--- src/rtl/pipelined_addsub_if.sv ---
`default_nettype none
// ============================================================================
// Module      : pipelined_addsub_if
// Description : Operand/result handshake bundle for pipelined_addsub.
// Revision    : 1.0 - initial release
// ============================================================================
interface pipelined_addsub_if #(
   parameter int WIDTH = 32,
   parameter int TAG_W = 4
);
   logic             in_valid;
   logic             in_ready;
   logic [WIDTH-1:0] A;
   logic [WIDTH-1:0] B;
   logic             Cin;
   logic             sub;
   logic             sat;
   logic [TAG_W-1:0] in_tag;
   logic             out_valid;
   logic             out_ready;
   logic [WIDTH-1:0] S;
   logic             Cout;
   logic             ovf;
   logic             zero;
   logic             neg;
   logic [TAG_W-1:0] out_tag;

   modport master (
      output in_valid, A, B, Cin, sub, sat, in_tag, out_ready,
      input  in_ready, out_valid, S, Cout, ovf, zero, neg, out_tag
   );

   modport slave (
      input  in_valid, A, B, Cin, sub, sat, in_tag, out_ready,
      output in_ready, out_valid, S, Cout, ovf, zero, neg, out_tag
   );
endinterface
`default_nettype wire

--- src/rtl/pipelined_addsub.sv ---
`default_nettype none
// ============================================================================
// Module      : pipelined_addsub
// Description : Carry chain split across STAGES registers, valid/ready flow,
//               optional signed saturation under PIPELINED_ADDSUB_SAT_EN.
// Revision    : 1.0 - initial release
// ============================================================================
module pipelined_addsub #(
   parameter int WIDTH  = 32,
   parameter int STAGES = 4,
   parameter int TAG_W  = 4
) (
   input wire clk,
   input wire rst,
   pipelined_addsub_if.slave bus
);
   localparam int CHUNK = WIDTH / STAGES;
   localparam int MSB   = WIDTH - 1;
   localparam int LAST  = STAGES - 1;

   logic [STAGES-1:0] vld_q, vld_d;
   logic [STAGES-1:0] c_q, c_d;
   logic [WIDTH-1:0]  a_q   [STAGES];
   logic [WIDTH-1:0]  a_d   [STAGES];
   logic [WIDTH-1:0]  bx_q  [STAGES];
   logic [WIDTH-1:0]  bx_d  [STAGES];
   logic [WIDTH-1:0]  s_q   [STAGES];
   logic [WIDTH-1:0]  s_d   [STAGES];
   logic [TAG_W-1:0]  tag_q [STAGES];
   logic [TAG_W-1:0]  tag_d [STAGES];
`ifdef PIPELINED_ADDSUB_SAT_EN
   logic [STAGES-1:0] sat_q, sat_d;
`endif
   logic              ovf_q, ovf_d;
   logic              zero_q, zero_d;
   logic              w_stall;

   assign w_stall      = vld_q[LAST] & ~bus.out_ready;
   assign bus.in_ready = ~w_stall;

   for (genvar k = 0; k < STAGES; k++) begin : g_stage
      logic [WIDTH-1:0] w_a, w_bx, w_s, w_s_raw;
      logic             w_c, w_v;
      logic [TAG_W-1:0] w_tag;
      logic [CHUNK:0]   w_sum;
`ifdef PIPELINED_ADDSUB_SAT_EN
      logic             w_sat;
`endif

      if (k == 0) begin : g_head
         assign w_a   = bus.A;
         assign w_bx  = bus.sub ? ~bus.B : bus.B;
         assign w_s   = '0;
         assign w_c   = bus.Cin;
         assign w_v   = bus.in_valid;
         assign w_tag = bus.in_tag;
`ifdef PIPELINED_ADDSUB_SAT_EN
         assign w_sat = bus.sat;
`endif
      end else begin : g_body
         assign w_a   = a_q[k-1];
         assign w_bx  = bx_q[k-1];
         assign w_s   = s_q[k-1];
         assign w_c   = c_q[k-1];
         assign w_v   = vld_q[k-1];
         assign w_tag = tag_q[k-1];
`ifdef PIPELINED_ADDSUB_SAT_EN
         assign w_sat = sat_q[k-1];
`endif
      end

      // This stage resolves its own chunk; lower bits ride along already done.
      assign w_sum = {1'b0, w_a[k*CHUNK +: CHUNK]} + {1'b0, w_bx[k*CHUNK +: CHUNK]}
                   + {{CHUNK{1'b0}}, w_c};

      always_comb begin
         w_s_raw = w_s;
         w_s_raw[k*CHUNK +: CHUNK] = w_sum[CHUNK-1:0];
      end

      assign a_d[k]   = w_a;
      assign bx_d[k]  = w_bx;
      assign c_d[k]   = w_sum[CHUNK];
      assign vld_d[k] = w_v;
      assign tag_d[k] = w_tag;
`ifdef PIPELINED_ADDSUB_SAT_EN
      assign sat_d[k] = w_sat;
`endif

      if (k == LAST) begin : g_tail
         logic             w_ovf;
         logic [WIDTH-1:0] w_s_fin;

         assign w_ovf = (w_a[MSB] == w_bx[MSB]) && (w_s_raw[MSB] != w_a[MSB]);
`ifdef PIPELINED_ADDSUB_SAT_EN
         // Clamp toward the sign of A; overflow can only happen when A and Bx agree.
         always_comb begin
            w_s_fin = w_s_raw;
            if (w_sat && w_ovf) begin
               w_s_fin = w_a[MSB] ? {1'b1, {(WIDTH-1){1'b0}}} : {1'b0, {(WIDTH-1){1'b1}}};
            end
         end
`else
         assign w_s_fin = w_s_raw;
`endif
         assign s_d[k]  = w_s_fin;
         assign ovf_d   = w_ovf;
         assign zero_d  = (w_s_fin == '0);
      end else begin : g_pass
         assign s_d[k]  = w_s_raw;
      end
   end

   always_ff @(posedge clk) begin
      if (rst) begin
         vld_q  <= '0;
         c_q    <= '0;
         ovf_q  <= 1'b0;
         zero_q <= 1'b0;
`ifdef PIPELINED_ADDSUB_SAT_EN
         sat_q  <= '0;
`endif
         for (int k = 0; k < STAGES; k++) begin
            a_q[k]   <= '0;
            bx_q[k]  <= '0;
            s_q[k]   <= '0;
            tag_q[k] <= '0;
         end
      end else if (!w_stall) begin
         vld_q  <= vld_d;
         c_q    <= c_d;
         ovf_q  <= ovf_d;
         zero_q <= zero_d;
`ifdef PIPELINED_ADDSUB_SAT_EN
         sat_q  <= sat_d;
`endif
         for (int k = 0; k < STAGES; k++) begin
            a_q[k]   <= a_d[k];
            bx_q[k]  <= bx_d[k];
            s_q[k]   <= s_d[k];
            tag_q[k] <= tag_d[k];
         end
      end
   end

   assign bus.out_valid = vld_q[LAST];
   assign bus.S         = s_q[LAST];
   assign bus.Cout      = c_q[LAST];
   assign bus.ovf       = ovf_q;
   assign bus.zero      = zero_q;
   assign bus.neg       = s_q[LAST][MSB];
   assign bus.out_tag   = tag_q[LAST];

endmodule
`default_nettype wire

--- src/flat_wrapper.sv ---
// flat-port wrapper written by rule: the top's interface ports become plain ports
module pipelined_addsub_flat 
#(
   parameter int WIDTH  = 32,
   parameter int STAGES = 4,
   parameter int TAG_W  = 4
)
  (clk, rst, bus_in_valid, bus_A, bus_B, bus_Cin, bus_sub, bus_sat, bus_in_tag, bus_out_ready, bus_in_ready, bus_out_valid, bus_S, bus_Cout, bus_ovf, bus_zero, bus_neg, bus_out_tag);
  pipelined_addsub_if #(.WIDTH(WIDTH), .TAG_W(TAG_W)) bus_i ();
  input wire clk;
  input wire rst;
  input wire logic [$bits(bus_i.in_valid)-1:0] bus_in_valid;
  input wire logic [$bits(bus_i.A)-1:0] bus_A;
  input wire logic [$bits(bus_i.B)-1:0] bus_B;
  input wire logic [$bits(bus_i.Cin)-1:0] bus_Cin;
  input wire logic [$bits(bus_i.sub)-1:0] bus_sub;
  input wire logic [$bits(bus_i.sat)-1:0] bus_sat;
  input wire logic [$bits(bus_i.in_tag)-1:0] bus_in_tag;
  input wire logic [$bits(bus_i.out_ready)-1:0] bus_out_ready;
  output wire logic [$bits(bus_i.in_ready)-1:0] bus_in_ready;
  output wire logic [$bits(bus_i.out_valid)-1:0] bus_out_valid;
  output wire logic [$bits(bus_i.S)-1:0] bus_S;
  output wire logic [$bits(bus_i.Cout)-1:0] bus_Cout;
  output wire logic [$bits(bus_i.ovf)-1:0] bus_ovf;
  output wire logic [$bits(bus_i.zero)-1:0] bus_zero;
  output wire logic [$bits(bus_i.neg)-1:0] bus_neg;
  output wire logic [$bits(bus_i.out_tag)-1:0] bus_out_tag;
  assign bus_i.in_valid = bus_in_valid;
  assign bus_i.A = bus_A;
  assign bus_i.B = bus_B;
  assign bus_i.Cin = bus_Cin;
  assign bus_i.sub = bus_sub;
  assign bus_i.sat = bus_sat;
  assign bus_i.in_tag = bus_in_tag;
  assign bus_i.out_ready = bus_out_ready;
  assign bus_in_ready = bus_i.in_ready;
  assign bus_out_valid = bus_i.out_valid;
  assign bus_S = bus_i.S;
  assign bus_Cout = bus_i.Cout;
  assign bus_ovf = bus_i.ovf;
  assign bus_zero = bus_i.zero;
  assign bus_neg = bus_i.neg;
  assign bus_out_tag = bus_i.out_tag;
  pipelined_addsub #(.WIDTH(WIDTH), .STAGES(STAGES), .TAG_W(TAG_W)) u_core (.clk(clk), .rst(rst), .bus(bus_i));
endmodule
--- config.mk ---
export PLATFORM = sky130hd
export DESIGN_NAME = pipelined_addsub_flat
export DESIGN_NICKNAME = d
export VERILOG_FILES = /design/src/rtl/pipelined_addsub_if.sv /design/src/rtl/pipelined_addsub.sv /design/src/flat_wrapper.sv
export SDC_FILE = /design/constraint.sdc
export NUM_CORES = 1
export LEC_CHECK = 0
export CORE_MARGIN = 2
export CORE_UTILIZATION = 31
export DETAILED_ROUTE_END_ITERATION = 8
export GPL_TIMING_DRIVEN = 0
export PLACE_DENSITY = 0.49
export SETUP_SLACK_MARGIN = 0.15
export SLEW_MARGIN = 20
export SYNTH_ARGS = -nofsm -noshare
export SYNTH_HDL_FRONTEND = slang
export SYNTH_SLANG_ARGS = --single-unit
--- constraint.sdc ---
create_clock -name clk -period 12.25 [get_ports clk]
set_input_delay 2.45 -clock clk [delete_from_list [all_inputs] [get_ports clk]]
set_output_delay 2.45 -clock clk [all_outputs]
set_load 0.02 [all_outputs]
==> summary.txt <==
Outcome
  – Outcome: complete, no violations

Drt
  – Post-detailed-route DRC marker count: 0
  – Pre-antenna DRT Iters: 8
  – WL met3: 858 um
  – Total routed wirelength: 17.65 mm
  – Wire length the detailed router placed on met1: about 8.5 mm
  – Amount of wire on met2 after detailed routing: roughly 8.0 mm
  – Remaining number of nets flagged by the antenna check after routing: 0
  – Via density per instance: approximately 4.3
  – Via count: 5095
  – Number of violations reported at the end of detailed-routing iteration 0: 265
  – Routed length per instance: 14.83 um
  – Highest routed metal layer: met4

Floorplanning
  – Std-Cell Core Area: roughly 28000 sq um
  – Area of the die: about 30000 sq um
  – Chip height: around 170 um
  – Initial Utilization: 0.3131
  – Number of core rows: 62
  – Top-level I/O count: around 120
  – Chip Width: 173.6 um

STA
  – PnR worst setup slack: between 5 and 6 ns
  – Setup total negative slack: 0 ns
  – Final critical path time including I/O delays and setup: roughly 6.5 ns
  – Fmax: 155.0 MHz
  – Final period utilization: 0.5266
  – Hold Slack: 0.4542 ns
  – Total setup violations reported at the end of the flow: 0
  – Number of hold-slack violations in the final timing report: 0
  – Worst slew margin relative to its limit: 0.3329
  – Final-report max-slew violation count: 0
  – Setup repair after global routing missed its margin: no
  – Fin Clk Skew: ~0.012 ns
  – Tightest Pin Transition: around 1.0 ns

Layout
  – Area delta synth->final: 27.23%
  – Most common cell after layout, fill and taps aside: edfxtp_1
  – Ratio of cells with drive above 1 in the final layout: 0.06328
  – Post-layout net count: 900
  – Filler Cell Count: around 2700
  – Fin area: about 11000 sq um
  – Top library cells by usage in the layout, fill and taps aside: edfxtp_1, and2_1, clkdlybuf4s50_1, nor2_1, xnor2_1
  – Antenna diode count: 0

Critical path
  – Maximum fanout along the worst path: 9
  – Kind of critical path: in2out
  – Required time of the critical path: around 9.8 ns
  – Type of destination of the critical path: primary output
  – Crit path DAT: about 4 ns
  – Type of element launching the critical path: input port

Hold path
  – Worst hold path class: reg2reg

CTS
  – Post-CTS Hold Fix Bufs: 0
  – Buffer depth of the longest clock path: 3
  – Clock transition at path regs: around 0.060 ns
  – Post-CTS setup repair buffer count: 0
  – CTS sink count: a little over 200
  – Number of CTS-inserted buffers: 23
  – Count of H-tree levels built during CTS: 1
  – CTS resizes: 0
  – Insertion delay of the later-clocked pin in the worst-skew pair: approximately 0.50 ns
  – Cell chosen for the clock root: clkbuf_16
  – CTS tree: yes

Pwr
  – Static Leak: 4.539 nW
  – Power density cells: around 150 nW/um^2
  – Worst IR drop on VDD: ~110 uV

Yosys
  – Flop and latch count out of synthesis: 202
  – Synthesized area: between 8000 and 9000 sq um
  – Post-synthesis net count: between 700 and 800
  – Number of enable-type register cells in the synthesized netlist: 192
  – Most used flip-flop cell after synthesis: edfxtp_1
  – Share of synthesized registers carrying an async set or reset: 0
  – Post-synth top area share: 0.6468
  – Cell taking the most area after synthesis: edfxtp_1
  – Sequential-to-total area share from yosys stat: 0.6693
  – Yosys cell types: 47
  – Leading post-synthesis cells by cell area: edfxtp_1, and2_1, ha_1
  – Synthesis warning total: 0
  – Mean instance size in the synthesized netlist: about 14 sq um
  – Cells after Synth: 650

Global routing
  – Total GRT Usage: 0.1190
  – Global-route wire length before repair: 28.81 mm
  – Number of antenna violations at the first check in global routing: 0
  – Total congestion overflow: 0
  – Number of global-route vias before repair: approximately 5500
  – Pin count of the biggest net entering global routing: approximately 110

Place
  – Instance area at placement: roughly 11000 sq um
  – Detailed placement HPWL: approximately 13 mm
  – Placer congestion estimate: around 0.74
  – Post-placement worst setup slack: around 5.8 ns
  – Port-buffer cells: approximately 110

Flow run
  – Max-capacitance violation count: 0
-- Yosys cell counts, types with 2 or more instances --
master,number
nor4_1,4
o21ai_0,12
nand2_1,16
or3_1,5
nor2b_1,2
o31ai_1,2
edfxtp_1,192
mux2i_1,3
a31oi_1,2
buf_2,8
ha_1,28
nor2_1,60
nor3_1,7
nand3_1,3
a311oi_1,2
a22oi_1,3
dfxtp_1,10
clkbuf_1,19
fa_1,8
and3_1,2
and2_1,144
xnor2_1,36
o31a_1,2
a21oi_1,13
nand2b_1,3
a211oi_1,3
inv_1,22
o21a_1,3
nand4_1,2
a21o_1,7
xor2_1,11
-- logic make-up (layout without fill, tap and decap cells) --
logic type / Yosys count / count (layout) / share of synthesized area
AOI/OAI and AO/OA: 56 / 56 / 0.04197
xor gates and xnor gates: 47 / 47 / 0.04618
adders and majority gates: 36 / 36 / 0.05727
buffers and inverters: 50 / 206 / 0.02260
DFF: 202 / 202 / 0.6693
muxes: 3 / 3 / 0.003369
and+or+nand+nor: 256 / 256 / 0.1593
-- flip-flops by register name, indices dropped and copies added, names as in the netlist --
| register | cells |
|---|---|
| u_core.s_q | 80 |
| u_core.a_q | 48 |
| u_core.bx_q | 48 |
| u_core.tag_q | 16 |
| u_core.c_q | 4 |
| u_core.vld_q | 4 |
| u_core.bus.ovf | 1 |
| u_core.bus.zero | 1 |
-- power by group --
| part | leakage [nW] | switching (mW) | internal, mW |
|---|---|---|---|
| logic | 1.80 | 0.0791 | 0.0823 |
| clock network | 0.379 | 0.265 | 0.430 |
| registers | 2.36 | 0.0152 | 0.806 |
-- critical path, cell delays in order --
cell and delay (ns):
clkdlybuf4s50_1 0.46, nor2b_1 0.04, buf_2 0.18, inv_1 0.21, clkdlybuf4s50_1 0.65
-- layout make-up --
type	count	area (sq um)	share of cell area
sequential	202	5966	0.5260
tap	384	480.5	0.04237
clock buffer	32	639.4	0.05638
timing repair buffer	114	1159	0.1022
buffer	28	118.9	0.01048
inverter	22	90.09	0.007943
clock inverter	10	141.4	0.01247
multi-input combinational	398	2746	0.2422
-- metal layers --
layer	global-route usage	vias to the layer above
met5	0	-
met4	0.03151	0
met3	0.02061	24
met2	0.1933	131
met1	0.1656	2387
li1	-	2553
-- worst paths after layout --
path / from / cells after the start / slack (ns) / end
max: bus_out_ready / 5 / 5.80 / bus_in_ready
min: u_core.vld_q[2]$_SDFFE_PP0N_ / 2 / 0.45 / u_core.vld_q[2]$_SDFFE_PP0N_
max reg2reg: u_core.vld_q[3]$_SDFFE_PP0N_ / 6 / 9.35 / u_core.bx_q[0][61]$_SDFFCE_PN0P_
min reg2reg: u_core.vld_q[2]$_SDFFE_PP0N_ / 2 / 0.45 / u_core.vld_q[2]$_SDFFE_PP0N_
-- stage by stage --
stage	utilization	power [mW]	cells
2_1_floorplan	-	0.9272	650
3_3_place_gp	0.3697	0.9968	1147
3_5_place_dp	0.3709	1.000	1148
4_1_cts	0.3983	1.701	1190
5_1_grt	0.3983	1.747	1190
6_report	0.3983	1.677	1190
(Power assumes the default switching activity.)
